===== src/rtl/arp_learn_pkg.sv =====
// Shared definitions for the ARP learner: ARP header constants, where each
// header field sits inside the first 256-bit beat, the layout of one ARP
// table entry, and the state encodings of the parse and writer FSMs.
package arp_learn_pkg;

  // ARP header constant values
  localparam logic [15:0] ETHERTYPE_ARP  = 16'h0806;
  localparam logic [15:0] ARP_HTYPE_ETH  = 16'h0001;
  localparam logic [15:0] ARP_PTYPE_IPV4 = 16'h0800;
  localparam logic [7:0]  ARP_HLEN_ETH   = 8'd6;
  localparam logic [7:0]  ARP_PLEN_IPV4  = 8'd4;
  localparam logic [15:0] ARP_OPER_REQ   = 16'h0001;
  localparam logic [15:0] ARP_OPER_REP   = 16'h0002;

  // LSB of each field within beat 0 of the frame
  localparam int ETYPE_LSB = 144;
  localparam int HTYPE_LSB = 128;
  localparam int PTYPE_LSB = 112;
  localparam int HLEN_LSB  = 104;
  localparam int PLEN_LSB  = 96;
  localparam int OPER_LSB  = 80;
  localparam int SHA_LSB   = 32;
  localparam int SPA_LSB   = 0;

  // ARP table entry layout: {16'h0000, mac[47:0], ip[31:0]}
  localparam int MAC_W         = 48;
  localparam int IP_W          = 32;
  localparam int ENTRY_W       = 96;
  localparam int ENTRY_IP_LSB  = 0;
  localparam int ENTRY_MAC_LSB = 32;

  // ARP table geometry
  localparam int TBL_AW    = 5;
  localparam int TBL_DEPTH = 32;

  typedef enum logic [1:0] {
    W_IDLE = 2'd0,
    W_REQ  = 2'd1,
    W_ACK  = 2'd2
  } wr_state_t;

  typedef enum logic {
    SOP  = 1'b0,
    BODY = 1'b1
  } parse_state_t;

endpackage


===== src/rtl/arp_learn_alloc.sv =====
// Slot allocator for the learner-owned part of the ARP table. Holds a shadow
// copy of the IP (and a valid bit) for every dynamic entry, finds an existing
// entry for an IP so it is refreshed in place, and otherwise hands out slots
// round-robin between FIRST_DYN_ENTRY and the top of the table.
module arp_learn_alloc
  import arp_learn_pkg::*;
#(
  parameter int FIRST_DYN_ENTRY = 16
) (
  input  logic              clk,
  input  logic              rst,
  input  logic              load,
  input  logic [IP_W-1:0]   spa,
  output logic [TBL_AW-1:0] idx,
  input  logic              upd,
  input  logic [TBL_AW-1:0] upd_idx,
  input  logic [IP_W-1:0]   upd_ip
);

  logic [IP_W-1:0]   ip_q    [TBL_DEPTH];
  logic [IP_W-1:0]   ip_d    [TBL_DEPTH];
  logic              valid_q [TBL_DEPTH];
  logic              valid_d [TBL_DEPTH];
  logic [TBL_AW-1:0] ptr_q, ptr_d;
  logic              hit;
  logic [TBL_AW-1:0] hit_idx;

  // Search dynamic entries top-down so the lowest matching index wins
  always_comb begin
    hit     = 1'b0;
    hit_idx = '0;
    for (int i = TBL_DEPTH - 1; i >= FIRST_DYN_ENTRY; i--) begin
      if (valid_q[i] && (ip_q[i] == spa)) begin
        hit     = 1'b1;
        hit_idx = TBL_AW'(i);
      end
    end
    idx = hit ? hit_idx : ptr_q;
  end

  // Advance the round-robin pointer only when a fresh slot is consumed
  always_comb begin
    ptr_d = ptr_q;
    if (load && !hit) begin
      ptr_d = (ptr_q == TBL_AW'(TBL_DEPTH - 1)) ? TBL_AW'(FIRST_DYN_ENTRY)
                                                : ptr_q + 1'b1;
    end
  end

  // Shadow the IP of an entry once the table has acknowledged its write
  always_comb begin
    ip_d    = ip_q;
    valid_d = valid_q;
    if (upd) begin
      ip_d[upd_idx]    = upd_ip;
      valid_d[upd_idx] = 1'b1;
    end
  end

  // Allocator state registers
  always_ff @(posedge clk or posedge rst) begin
    if (rst) begin
      ptr_q <= TBL_AW'(FIRST_DYN_ENTRY);
      for (int i = 0; i < TBL_DEPTH; i++) begin
        ip_q[i]    <= '0;
        valid_q[i] <= 1'b0;
      end
    end else begin
      ptr_q   <= ptr_d;
      ip_q    <= ip_d;
      valid_q <= valid_d;
    end
  end

endmodule


===== src/rtl/arp_learn.sv =====
// ARP learner: passively watches the router ingress stream, picks out ARP
// replies that arrived on a physical MAC port and writes the sender MAC/IP
// into the ARP table through its single-outstanding write port.
// Build option: define ARP_LEARN_REQUESTS_EN to learn from ARP requests too.
module arp_learn
  import arp_learn_pkg::*;
#(
  parameter int C_S_AXIS_DATA_WIDTH  = 256,
  parameter int C_S_AXIS_TUSER_WIDTH = 128,
  parameter int SRC_PORT_POS         = 16,
  parameter int C_S_AXI_DATA_WIDTH   = 32,
  parameter int FIRST_DYN_ENTRY      = 16
) (
  input  logic                              AXI_ACLK,
  input  logic                              AXI_RESET,
  input  logic [C_S_AXIS_DATA_WIDTH-1:0]    S_AXIS_TDATA,
  input  logic [C_S_AXIS_TUSER_WIDTH-1:0]   S_AXIS_TUSER,
  input  logic                              S_AXIS_TVALID,
  input  logic                              S_AXIS_TREADY,
  input  logic                              S_AXIS_TLAST,
  output logic                              tbl_wr_req,
  output logic [TBL_AW-1:0]                 tbl_wr_addr,
  output logic [3*C_S_AXI_DATA_WIDTH-1:0]   tbl_wr_data,
  input  logic                              tbl_wr_ack,
  output logic [31:0]                       learn_count,
  output logic [31:0]                       drop_count
);

`ifdef ARP_LEARN_REQUESTS_EN
  localparam bit LEARN_REQUESTS = 1'b1;
`else
  localparam bit LEARN_REQUESTS = 1'b0;
`endif

  parse_state_t      pstate_q, pstate_d;
  logic              stage_ok_q, stage_ok_d;
  logic [MAC_W-1:0]  stage_sha_q, stage_sha_d;
  logic [IP_W-1:0]   stage_spa_q, stage_spa_d;

  wr_state_t         wr_state_q, wr_state_d;
  logic              req_q, req_d;
  logic [TBL_AW-1:0] addr_q, addr_d;
  logic [ENTRY_W-1:0] data_q, data_d;
  logic [31:0]       learn_q, learn_d;
  logic [31:0]       drop_q, drop_d;

  logic              beat;
  logic [7:0]        src_port;
  logic [15:0]       oper;
  logic              oper_ok;
  logic              qualify;
  logic [MAC_W-1:0]  beat_sha;
  logic [IP_W-1:0]   beat_spa;
  logic              commit;
  logic [MAC_W-1:0]  commit_sha;
  logic [IP_W-1:0]   commit_spa;
  logic              load;
  logic              ack_evt;
  logic [TBL_AW-1:0] alloc_idx;
  logic              unused_ok;

  assign beat      = S_AXIS_TVALID & S_AXIS_TREADY;
  assign src_port  = S_AXIS_TUSER[SRC_PORT_POS +: 8];
  assign oper      = S_AXIS_TDATA[OPER_LSB +: 16];
  assign beat_sha  = S_AXIS_TDATA[SHA_LSB +: MAC_W];
  assign beat_spa  = S_AXIS_TDATA[SPA_LSB +: IP_W];
  assign unused_ok = ^{S_AXIS_TDATA, S_AXIS_TUSER};

  // Decide whether the current beat is the header of a learnable ARP frame
  always_comb begin
    oper_ok = (oper == ARP_OPER_REP) || (LEARN_REQUESTS && (oper == ARP_OPER_REQ));
    qualify = (S_AXIS_TDATA[ETYPE_LSB +: 16] == ETHERTYPE_ARP)
           && (S_AXIS_TDATA[HTYPE_LSB +: 16] == ARP_HTYPE_ETH)
           && (S_AXIS_TDATA[PTYPE_LSB +: 16] == ARP_PTYPE_IPV4)
           && (S_AXIS_TDATA[HLEN_LSB  +: 8]  == ARP_HLEN_ETH)
           && (S_AXIS_TDATA[PLEN_LSB  +: 8]  == ARP_PLEN_IPV4)
           && oper_ok
           && (|(src_port & 8'h55))
           && !(|(src_port & 8'hAA));
  end

  // Track frame boundaries, stage the sender fields and raise commit on TLAST
  always_comb begin
    pstate_d    = pstate_q;
    stage_ok_d  = stage_ok_q;
    stage_sha_d = stage_sha_q;
    stage_spa_d = stage_spa_q;
    commit      = 1'b0;
    commit_sha  = stage_sha_q;
    commit_spa  = stage_spa_q;
    case (pstate_q)
      SOP: begin
        if (beat) begin
          stage_ok_d = qualify;
          if (qualify) begin
            stage_sha_d = beat_sha;
            stage_spa_d = beat_spa;
          end
          if (S_AXIS_TLAST) begin
            commit     = qualify;
            commit_sha = beat_sha;
            commit_spa = beat_spa;
          end else begin
            pstate_d = BODY;
          end
        end
      end
      BODY: begin
        if (beat && S_AXIS_TLAST) begin
          commit     = stage_ok_q;
          stage_ok_d = 1'b0;
          pstate_d   = SOP;
        end
      end
      default: pstate_d = SOP;
    endcase
  end

  assign load    = commit && (wr_state_q == W_IDLE);
  assign ack_evt = (wr_state_q == W_ACK) && tbl_wr_ack;

  arp_learn_alloc #(
    .FIRST_DYN_ENTRY (FIRST_DYN_ENTRY)
  ) u_alloc (
    .clk     (AXI_ACLK),
    .rst     (AXI_RESET),
    .load    (load),
    .spa     (commit_spa),
    .idx     (alloc_idx),
    .upd     (ack_evt),
    .upd_idx (addr_q),
    .upd_ip  (data_q[ENTRY_IP_LSB +: IP_W])
  );

  // Writer: one request pulse per load, then hold the entry until acknowledged
  always_comb begin
    wr_state_d = wr_state_q;
    req_d      = 1'b0;
    addr_d     = addr_q;
    data_d     = data_q;
    learn_d    = learn_q;
    drop_d     = drop_q;
    case (wr_state_q)
      W_IDLE: begin
        if (load) begin
          wr_state_d                     = W_REQ;
          req_d                          = 1'b1;
          addr_d                         = alloc_idx;
          data_d                         = '0;
          data_d[ENTRY_MAC_LSB +: MAC_W] = commit_sha;
          data_d[ENTRY_IP_LSB +: IP_W]   = commit_spa;
        end
      end
      W_REQ: wr_state_d = W_ACK;
      W_ACK: begin
        if (tbl_wr_ack) begin
          wr_state_d = W_IDLE;
          if (learn_q != 32'hFFFF_FFFF) learn_d = learn_q + 32'd1;
        end
      end
      default: wr_state_d = W_IDLE;
    endcase
    if (commit && (wr_state_q != W_IDLE) && (drop_q != 32'hFFFF_FFFF)) begin
      drop_d = drop_q + 32'd1;
    end
  end

  // State and output registers for both FSMs
  always_ff @(posedge AXI_ACLK or posedge AXI_RESET) begin
    if (AXI_RESET) begin
      pstate_q    <= SOP;
      stage_ok_q  <= 1'b0;
      stage_sha_q <= '0;
      stage_spa_q <= '0;
      wr_state_q  <= W_IDLE;
      req_q       <= 1'b0;
      addr_q      <= '0;
      data_q      <= '0;
      learn_q     <= '0;
      drop_q      <= '0;
    end else begin
      pstate_q    <= pstate_d;
      stage_ok_q  <= stage_ok_d;
      stage_sha_q <= stage_sha_d;
      stage_spa_q <= stage_spa_d;
      wr_state_q  <= wr_state_d;
      req_q       <= req_d;
      addr_q      <= addr_d;
      data_q      <= data_d;
      learn_q     <= learn_d;
      drop_q      <= drop_d;
    end
  end

  assign tbl_wr_req  = req_q;
  assign tbl_wr_addr = addr_q;
  assign tbl_wr_data = data_q;
  assign learn_count = learn_q;
  assign drop_count  = drop_q;

endmodule


===== config.mk =====
export PLATFORM = sky130hd
export DESIGN_NAME = arp_learn
export DESIGN_NICKNAME = d
export VERILOG_FILES = /design/src/rtl/arp_learn_pkg.sv /design/src/rtl/arp_learn_alloc.sv /design/src/rtl/arp_learn.sv
export SDC_FILE = /design/constraint.sdc
export NUM_CORES = 2
export LEC_CHECK = 0
export BUFFER_PORTS_ARGS = -buffer_cell sky130_fd_sc_hd__buf_4
export CAP_MARGIN = 20
export CORE_MARGIN = 1.5
export CORE_UTILIZATION = 40
export DETAILED_ROUTE_END_ITERATION = 12
export PLACE_DENSITY = 0.69
export SLEW_MARGIN = 10
export SYNTH_ARGS = -nofsm -noshare
export SYNTH_HDL_FRONTEND = slang
export SYNTH_HIERARCHICAL = 1
export SYNTH_SLANG_ARGS = --single-unit

===== constraint.sdc =====
create_clock -name AXI_ACLK -period 23.1 [get_ports AXI_ACLK]
set_input_delay 5.775 -clock AXI_ACLK [delete_from_list [all_inputs] [get_ports AXI_ACLK]]
set_output_delay 5.775 -clock AXI_ACLK [all_outputs]
set_load 0.02 [all_outputs]

==> key figures <==
Synthesis
  – Synth unique cells: 70
  – Adder and majority cell fraction of the synthesized area: less than 1%
  – Post-Synth XOR/XNOR Area: a little over an eighth
  – Post-synthesis sequential area ratio: 51.57%
  – Post-Synthesis Cell Area: roughly 37,000 um2
  – Post-synth EDFFs: 0
  – Simple-gate portion of the synthesized area: ~7.3%
  – Synthesized area per cell: around 13 um2
  – Post-synthesis async set-or-reset flop share: 100.0%
  – Mux cell area share after synthesis: between 20% and 30%
  – Primary FF master, synth: dfrtp_1
  – Warnings, synthesis: 6
  – Area leader, netlist: dfrtp_1
  – Top cells by area, synth: dfrtp_1 51%, mux2_2 21%, xor2_1 9.9%
  – Share of the synthesized area in the top cell type: 51.50%
  – Main combinational cell family by area after synthesis: multiplexers
  – Mapped Cells: 2,797
  – Post-synthesis compound-gate area fraction: 0.7328%
  – Seq cells post-synth: 767

Power
  – Pint: 0.002195 W
  – Combinational fraction of design power: roughly 4.6%
  – Psw: 0.0006357 W
  – Leak: 23.55 nW
  – Sw Ratio: about 22%
  – Reg power frac: roughly 48%
  – Power Density: 65.27 nW/um2
  – Clock network fraction of design power: 47.9%
  – Peak VDD IR: ~51 uV

Global route
  – GRT Max-Usage Layer: met2
  – Vias in the first global route: 23,140
  – Initial antenna violation count: 9
  – GR met2 Demand/Resource: 34.54%
  – Remaining global-route overflow: 0
  – Met3 Use GR: 3.367%
  – First-pass GRT wire length: 157,500 um
  – Met1 usage: between 30% and 40%
  – Pin count of the biggest net entering global routing: 127
  – Total GRT Usage: 22.53%

Timing
  – Max Clk Rate: 92.22 MHz
  – Hold Fails Final Rpt: 0
  – Setup ws final: between 10 and 15 ns
  – Worst hold slack: 0.4600 ns
  – Actual slew at the worst max-slew pin: ~1.3 ns
  – Skew final: 0.03235 ns
  – Unrepaired setup endpoints after global routing: false
  – Final Max Slew Viols: 0
  – Tmin final: 10.84 ns
  – Period utilization: about 47%
  – Setup TNS: 0 ns
  – Rel. slew slack: between 10% and 20%
  – Final setup vio count: 0

Floorplanning
  – Initial Util: roughly two fifths
  – Die area: 94,890 um2
  – Num rows: between 100 and 150
  – Top-Level Pins: approximately 560
  – Die height: 308.1 um
  – Die Width: 308.1 um
  – Core area: 91,940 um2

Drt
  – Antenna Nets Post-Route: 0
  – WL/cell: 24.46 um
  – Via/cell ratio: ~5.4
  – First drt pass iteration count: 5
  – 1st-iter DRT viols: 2,094
  – Vias: about 24,000
  – WL final: 107,600 um
  – Drc violations: 0

Layout
  – Finished Layout Cells: 4,399
  – Proportion of layout cells with a drive suffix above 1: 40.90%
  – Area Overhead vs Synth: 16.52%
  – Fill cells: 8,209
  – Nets: 3,486
  – Post-route cell area: 43,370 um2

Placed design
  – Placement Cell Area: 40,500 um2
  – Post-placement setup slack: 11.91 ns
  – Gpl congestion: ~0.85
  – I/O Buffers: 323
  – Placed cells: ~4,200
  – HPWL Detailed: 63,600 um

CTS
  – CTS Buf Count: 80
  – Latest clock arrival within the worst-skew pair: about 0.65 ns
  – Post-CTS resize count: 0
  – Sink Count: between 700 and 800
  – Clock-pin slew on the worst setup and hold paths: 0.05 ns
  – Hold-fix buffers at CTS: 0
  – CTS Buffer Depth: 3
  – Post-CTS setup buffer count: 0
  – TritonCTS clock tree: built
  – H-tree depth: 3
  – Clk root buf: clkbuf_16

Setup path
  – CP max FO: 58
  – CP Capture Type: register
  – WS Path Type: input port to register
  – FF-to-FF path depth: 12
  – CP required: 23.61 ns
  – CP arrival: 11.35 ns
  – CP startpoint kind: input port

Run
  – Max Cap Viol: 0

Hold path
  – Worst Hold Class: register to register
  – Worst Hold Depth: 1

Outcome
  – Outcome: finished clean
## synthesized netlist by cell type, types with 34 or more instances
cell,count
nand2_1,43
buf_4,38
mux2_1,54
nand3_1,52
mux2_2,703
nor3_1,35
nand4_1,64
clkbuf_1,92
xnor2_1,142
nor4_1,111
dfrtp_1,766
xor2_1,419
nor2_1,34
## sequential cells by signal (all words and copies together), names as in the netlist, named ones only
register         cells
u_alloc/ip_q       512
tbl_wr_data         80
stage_sha_q         48
drop_count          32
learn_count         32
stage_spa_q         32
u_alloc/valid_q     16
tbl_wr_addr          5
u_alloc/ptr_q        5
wr_state_q           2
stage_ok_q           1
tbl_wr_req           1
## final timing paths
path	from	endpoint	slack, ns
hold reg to reg	u_alloc/valid_q[9]	u_alloc/valid_q[9]	0.46
max in group asynchronous	AXI_RESET	u_alloc/ip_q[173]	14.50
min in group asynchronous	AXI_RESET	tbl_wr_data[69]	5.26
hold / removal	u_alloc/valid_q[9]	u_alloc/valid_q[9]	0.46
setup reg to reg	register	tbl_wr_addr[0]	17.28
setup / recovery	S_AXIS_TVALID	tbl_wr_addr[0]	12.26
## critical path, cell delays in order
cell and delay (ns):
buf_4 0.13, and3_1 0.23, nand2b_4 0.31, buf_4 0.70, mux2_2 1.00, xor2_1 0.14
nor3_1 0.94, nand3_1 0.47, or3_1 0.50, nand4_1 0.20, nor4_4 0.12, a311oi_1 0.39
a21oi_1 0.07, mux2_2 0.28
## logic make-up after synthesis
group                    count (synthesis)
flip-flops                             767
multiplexers                           760
other                                    1
AO/OA/AOI/OAI                           32
AND/OR/NAND/NOR                        447
adder cells (fa/ha/maj)                  3
buffers and inverters                  224
XOR/XNOR                               563
## routing by layer
metal / share of wire, % / routed length (um) / vias up
met1: 46 / 49690 / 12440
met4: 2.3 / 2511 / 2
met3: 6.8 / 7274 / 149
met2: 45 / 48100 / 811
li1: - / - / 10340
met5: 0.012 / 13 / -
## stage by stage
step | power (W) | utilization (%)
2_1_floorplan | 0.001445 | -
3_3_place_gp | 0.001498 | 44.05
3_5_place_dp | 0.001498 | 44.05
4_1_cts | 0.002852 | 47.07
5_1_grt | 0.002913 | 47.17
6_report | 0.002831 | 47.17
## layout by cell type, fill, tap and decap left out, types with 16 or more instances in the layout
cell type,netlist,layout
inv_1,23,21
nand4_1,64,64
dfrtp_1,766,766
nor4_1,111,110
xnor2_1,142,142
conb_1,1,16
clkbuf_8,0,18
clkbuf_16,0,81
buf_4,38,393
xor2_1,419,419
nor3_1,35,35
mux2_1,54,54
nor2_1,34,25
nand2_1,43,43
mux2_2,703,703
nand3_1,52,51
## power groups by stage
stage	clock network [W]	logic, W	registers [W]
5_1_grt	0.00143	0.000141	0.00134
3_5_place_dp	0	0.000129	0.00137
2_1_floorplan	0	0.0000754	0.00137
4_1_cts	0.00138	0.000130	0.00134
6_report	0.00136	0.000130	0.00134
3_3_place_gp	0	0.000129	0.00137
## layout make-up
cell class	instances	area, um2	share of cell area, %
repair buffers	398	3043	7.016
well taps	1243	1555	3.586
inverters	25	108.9	0.2510
diodes	2	5.005	0.01154
clock buffers	113	2327	5.366
clock inverters	30	444.2	1.024
flip-flops and latches	767	19190	44.26
multi-input cells	1821	16690	38.49
Power figures use the tool's default switching activity.
